### src/rtl/uart_pkg.sv
// Shared definitions for the UART transmit path: byte width, arbiter FSM encoding,
// lock-timeout counter width and an index-width helper.
package uart_pkg;

  localparam int BYTE_W = 8;
  localparam int TO_W   = 16;

  typedef enum logic [2:0] {
    ST_IDLE  = 3'd0,
    ST_SEND  = 3'd1,
    ST_HOLD  = 3'd2,
    ST_DRAIN = 3'd3,
    ST_GAPW  = 3'd4
  } arb_state_t;

  // Index width for n items; never narrower than one bit.
  function automatic int idx_w(input int n);
    return (n > 1) ? $clog2(n) : 1;
  endfunction

endpackage

### src/rtl/rr_pick.sv
// Combinational round-robin selector: scans requests starting just after `last`
// (wrapping), so `last` itself has the lowest priority.
module rr_pick
  import uart_pkg::*;
#(
  parameter  int NREQ = 2,
  localparam int GW   = idx_w(NREQ)
) (
  input  logic [NREQ-1:0] req,
  input  logic [GW-1:0]   last,
  output logic            any,
  output logic [GW-1:0]   win
);

  always_comb begin
    any = 1'b0;
    win = last;
    for (int k = 1; k <= NREQ; k++) begin
      if (!any && req[(int'(last) + k) % NREQ]) begin
        any = 1'b1;
        win = GW'((int'(last) + k) % NREQ);
      end
    end
  end

endmodule

### src/rtl/uart_tx_arbiter.sv
// Round-robin arbiter sharing one UART transmitter among NREQ byte producers,
// holding the grant across multi-byte messages with a timeout-forced release.
module uart_tx_arbiter
  import uart_pkg::*;
#(
  parameter  int NREQ         = 2,
  parameter  int GAP          = 0,
  parameter  int LOCK_TIMEOUT = 65535,
  localparam int GW           = idx_w(NREQ)
) (
  input  logic                   clk,
  input  logic                   reset,
  input  logic [NREQ-1:0]        req_valid,
  input  logic [BYTE_W*NREQ-1:0] req_data,
  input  logic [NREQ-1:0]        req_last,
  output logic [NREQ-1:0]        req_ready,
  output logic [BYTE_W-1:0]      tx_data,
  output logic                   tx_go,
  input  logic                   tx_busy,
  output logic [GW-1:0]          grant_id,
  output logic                   locked,
  output logic                   lock_abort
);

  localparam int              GAP_W    = idx_w(GAP + 1);
  localparam logic [GAP_W-1:0] GAP_LAST = GAP_W'((GAP > 0) ? GAP - 1 : 0);
  localparam logic [TO_W-1:0]  TO_LIM   = TO_W'(LOCK_TIMEOUT);
  localparam logic [GW-1:0]    LAST_IDX = GW'(NREQ - 1);

  arb_state_t         state_reg, state_next;
  logic [GW-1:0]      grant_reg, grant_next;
  logic               first_reg, first_next;
  logic               locked_reg, locked_next;
  logic [BYTE_W-1:0]  data_reg, data_next;
  logic [TO_W-1:0]    to_cnt_reg, to_cnt_next;
  logic [GAP_W-1:0]   gap_cnt_reg, gap_cnt_next;

  logic [BYTE_W-1:0]  req_byte [NREQ];
  logic               pick_any;
  logic [GW-1:0]      pick_win;
  logic               own_valid;
  logic               own_last;

  for (genvar gi = 0; gi < NREQ; gi++) begin : g_byte
    assign req_byte[gi] = req_data[gi*BYTE_W +: BYTE_W];
  end

  rr_pick #(.NREQ(NREQ)) u_pick (
    .req  (req_valid),
    .last (grant_reg),
    .any  (pick_any),
    .win  (pick_win)
  );

  assign own_valid = req_valid[grant_reg];
  assign own_last  = req_last[grant_reg];

  always_comb begin
    state_next   = state_reg;
    grant_next   = grant_reg;
    first_next   = first_reg;
    locked_next  = locked_reg;
    data_next    = data_reg;
    to_cnt_next  = to_cnt_reg;
    gap_cnt_next = gap_cnt_reg;
    lock_abort   = 1'b0;
    case (state_reg)
      ST_IDLE: begin
        if (locked_reg) begin
          // Owner's byte beats a timeout landing in the same cycle.
          if (own_valid) begin
            data_next  = req_byte[grant_reg];
            state_next = ST_SEND;
          end else if (to_cnt_reg >= TO_LIM) begin
            locked_next = 1'b0;
            lock_abort  = 1'b1;
            to_cnt_next = '0;
          end else if (to_cnt_reg != '1) begin
            to_cnt_next = to_cnt_reg + 1'b1;
          end
        end else if (pick_any) begin
          grant_next = pick_win;
          first_next = 1'b0;
          data_next  = req_byte[pick_win];
          state_next = ST_SEND;
        end
      end
      ST_SEND: begin
        locked_next = own_valid & ~own_last;
        to_cnt_next = '0;
        state_next  = ST_HOLD;
      end
      // Transmitter busy may only be rising now, so it is not sampled here.
      ST_HOLD:  state_next = ST_DRAIN;
      ST_DRAIN: begin
        if (!tx_busy) begin
          if (GAP > 0) begin
            gap_cnt_next = '0;
            state_next   = ST_GAPW;
          end else begin
            state_next = ST_IDLE;
          end
        end
      end
      ST_GAPW: begin
        if (gap_cnt_reg >= GAP_LAST) state_next = ST_IDLE;
        else                         gap_cnt_next = gap_cnt_reg + 1'b1;
      end
      default: state_next = ST_IDLE;
    endcase
  end

  // Pointer resets to the top index so the first arbitration favours index 0.
  always_ff @(posedge clk or posedge reset) begin
    if (reset) begin
      state_reg   <= ST_IDLE;
      grant_reg   <= LAST_IDX;
      first_reg   <= 1'b1;
      locked_reg  <= 1'b0;
      data_reg    <= '0;
      to_cnt_reg  <= '0;
      gap_cnt_reg <= '0;
    end else begin
      state_reg   <= state_next;
      grant_reg   <= grant_next;
      first_reg   <= first_next;
      locked_reg  <= locked_next;
      data_reg    <= data_next;
      to_cnt_reg  <= to_cnt_next;
      gap_cnt_reg <= gap_cnt_next;
    end
  end

  assign tx_go     = (state_reg == ST_SEND);
  assign req_ready = tx_go ? (NREQ'(1) << grant_reg) : '0;
  assign tx_data   = data_reg;
  assign grant_id  = first_reg ? '0 : grant_reg;
  assign locked    = locked_reg;

endmodule

### config.mk
export PLATFORM = sky130hd
export DESIGN_NAME = uart_tx_arbiter
export DESIGN_NICKNAME = d
export VERILOG_FILES = /design/src/rtl/uart_pkg.sv /design/src/rtl/rr_pick.sv /design/src/rtl/uart_tx_arbiter.sv
export SDC_FILE = /design/constraint.sdc
export NUM_CORES = 1
export LEC_CHECK = 0
export BUFFER_PORTS_ARGS = -buffer_cell sky130_fd_sc_hd__buf_4
export CAP_MARGIN = 20
export CORE_ASPECT_RATIO = 0.75
export CORE_MARGIN = 5
export CORE_UTILIZATION = 40
export DETAILED_ROUTE_END_ITERATION = 8
export PLACE_DENSITY = 0.64
export SLEW_MARGIN = 30
export SYNTH_ARGS = -nofsm -noshare
export SYNTH_HDL_FRONTEND = slang
export SYNTH_SLANG_ARGS = --single-unit
### constraint.sdc
create_clock -name clk -period 3.5 [get_ports clk]
set_clock_uncertainty 0.15 [all_clocks]
set_input_delay 1.05 -clock clk [delete_from_list [all_inputs] [get_ports clk]]
set_output_delay 1.05 -clock clk [all_outputs]
set_load 0.02 [all_outputs]
==> results.tsv <==
metric	value	unit
run status	completed	
startpoint class of the critical path	input port	
ANT cells	0	
startpoint of the worst setup timing path	req_valid[0]	
highest clock rate	308	MHz
area overhead of the layout relative to synthesis	22.4	%
initial cell density of the core	42.0	%
overall track demand over capacity in global routing	14.6	%
final setup vio count	0	
unique cell type count in the Yosys netlist	43	
max-cap check violation count	0	
final count of pins violating max slew	0	
dpl cells	268	
power per unit of standard cell area	726	nW/µm²
final sum of negative setup slack	0	ps
initial antenna violation count	0	
y dimension of the die	67.0	µm
Crit Reg-Reg Startpoint	state_reg[1]$_DFFE_PP0P_	
buffer depth of the longest clock path	2	
number of flip-flops under the largest register name	16	
final critical-path required period	3250	ps
Initial DRC Count	122	
horizontal extent of the die	86.1	µm
post-synthesis cell area	1740	µm²
global-route congestion overflow total	0	
uppermost layer routed	met4	
length of routed wiring on met1	2040	µm
setup repair after global routing missed its margin	no	
number of nets produced by synthesis	211	
crit path setup slack, layout	250	ps
Relative slew margins	48.2	%
worst slack after detailed placement	274	ps
met3 WL post-DR	215	µm
synthesized-area fraction occupied by ao, oa, aoi and oai cells	20.1	%
source-to-sink clock delay at the later pin of the worst-skew pair	280	ps
worst path required time	2300	ps
WL met2	1630	µm
die area	5770	µm²
most frequent cells in the layout	sky130_fd_sc_hd__buf_4, sky130_fd_sc_hd__dfrtp_1, sky130_fd_sc_hd__nor2_1	
TritonRoute pass-1 iters	4	
placeable core region	4130	µm²
multi-input combinational cell area	930	µm²
total DRC errors in the routed layout	0	
WL per Instance	14.2	µm
detailed-route via count	1474	
worst supply voltage drop on vdd	0.000433	V
clock tree from TritonCTS	yes	
yosys warns	0	
Routed Antenna Nets	0	
Mean Syn Cell Area	9.48	µm²
multiplexer fraction of the synthesized cell area	7.79	%
fraction of registers with async set or reset after synthesis	100	%
final worst-path cycle share	92.9	%
DP HPWL	2960	µm
top_reg_cell synth	sky130_fd_sc_hd__dfrtp_1	
total design power	1.54	mW
clock tree root buffer cell	sky130_fd_sc_hd__clkbuf_8	
Sequential cell area	728	µm²
number of sinks on the clock net	29	
cts bufs inserted	5	
Filler Cells Inserted	372	
deepest level of the CTS H-tree	2	
final estimated routing congestion in global placement	0.774	
hold slack final	309	ps
number of register bits inferred by synthesis	29	
Hold-fix buffers, CTS	0	
Cells after Synth	183	
worst slew pin tran	777	ps
number of buffers added for setup after CTS	0	
Port Buffer Count	36	
type of the tightest min-delay check	flip-flop to flip-flop	
final routed wirelength across all metal layers	3920	µm
wire length of the first global-routing pass	6450	µm
number of hold violations in the final report	0	
net count of the finished layout	248	
leakage power of the design	0.920	nW
type of element capturing the critical path	output port	
Hold Path Origin	first_reg$_DFFE_PP1P_	
Reg clk slew, reported paths	60	ps
combinational family with the most area after synthesis	simple AND/OR/NAND/NOR gates	
Via-to-Cell Ratio	5.34	
biggest fanout along the worst timing path	6	
area share of xor/xnor cells in the synthesized design	0	%
vias in the first global route	1307	
fin cells	276	
arithmetic-cell share of the synthesized area counting full adders, half adders and majority gates	3.60	%
count of pins on the block boundary	37	
Worst Path Arrival	2050	ps
Seq/Total Area, Yosys	42.0	%
Cell Rows	20	
count of flip-flops with a built-in enable after synthesis	0	
type of the worst setup path	input port to output port	
layout cells sized above 1	26.7	%
number of gates resized after CTS	0	
largest net degree at the start of global routing	30	
commonest non-fill, non-tap cell in the layout	sky130_fd_sc_hd__buf_4	
post-synthesis share of cell area spent on and, or, nand and nor gates	22.1	%
## worst max-delay path: stages
cell and delay (ps):
sky130_fd_sc_hd__buf_4 130, sky130_fd_sc_hd__mux2i_4 250, sky130_fd_sc_hd__nand3_1 210, sky130_fd_sc_hd__nor3_1 240
sky130_fd_sc_hd__buf_4 170
## final cells by class
class                   count  area share (%)
repair buffers             38            13.4
well taps                  55            3.24
clock buffers               8            4.24
multi-input cells         140            43.8
inverters                   6            1.06
flip-flops and latches     29            34.3
## where the power goes
group | switching [mW] | internal [mW]
registers | 0.0880 | 0.429
clock network | 0.124 | 0.160
logic | 0.430 | 0.310
total | 0.643 | 0.899
## routing by layer
layer,GRT usage [%],vias up
met5,0,-
met4,5.53,0
met3,4.20,5
met2,19.0,38
met1,22.0,680
li1,-,751
## Yosys cell counts, drive strengths merged, types with 2 or more instances
| cell | n | area, µm² |
|---|---|---|
| dfrtp | 27 | 676 |
| nor2 | 20 | 77.6 |
| a21oi | 15 | 82.6 |
| nand2 | 15 | 56.3 |
| o21ai | 14 | 73.8 |
| mux2i | 10 | 113 |
| nand3 | 10 | 50.1 |
| inv | 6 | 22.5 |
| and3 | 5 | 36.3 |
| buf | 5 | 43.8 |
| ha | 5 | 62.6 |
| nand4 | 5 | 31.3 |
| nor3 | 5 | 41.3 |
| o31ai | 5 | 37.5 |
| a31oi | 4 | 40.0 |
| nor2b | 4 | 25.0 |
| a211oi | 3 | 22.5 |
| clkbuf | 3 | 11.3 |
| o22ai | 3 | 25.0 |
| a22o | 2 | 17.5 |
| a22oi | 2 | 15.0 |
| dfstp | 2 | 52.6 |
| mux2 | 2 | 22.5 |
| nor4 | 2 | 27.5 |
| or4 | 2 | 15.0 |
## final timing paths
path / endpoint / slack (ps) / depth (start not counted)
worst max register to register: to_cnt_reg[8]$_DFFE_PP0P_ / 810 / 7
max in group asynchronous: grant_reg$_DFFE_PP1P_ / 2190 / 3
min in group asynchronous: tx_data[7]$_DFFE_PP0P_ / 680 / 3
worst max-delay path: lock_abort / 250 / 5
worst min register to register: first_reg$_DFFE_PP1P_ / 310 / 1
worst min-delay path: first_reg$_DFFE_PP1P_ / 310 / 1
## stage by stage
step / util, % / instance area [µm²]
global placement: 49.3 / 2030
finish: 51.5 / 2120
global route: 51.5 / 2120
floorplan: - / 1740
CTS: 51.5 / 2120
detailed placement: 49.3 / 2030
## kinds of logic (layout without fill, tap and decap cells)
logic type	count (synthesis)	count (layout)
AO/OA/AOI/OAI	52	52
adder cells (fa/ha/maj)	5	5
buffers and inverters	14	52
flip-flops	29	29
multiplexers	12	12
AND/OR/NAND/NOR	71	71
Note: power is estimated with default switching activity, not from simulation.
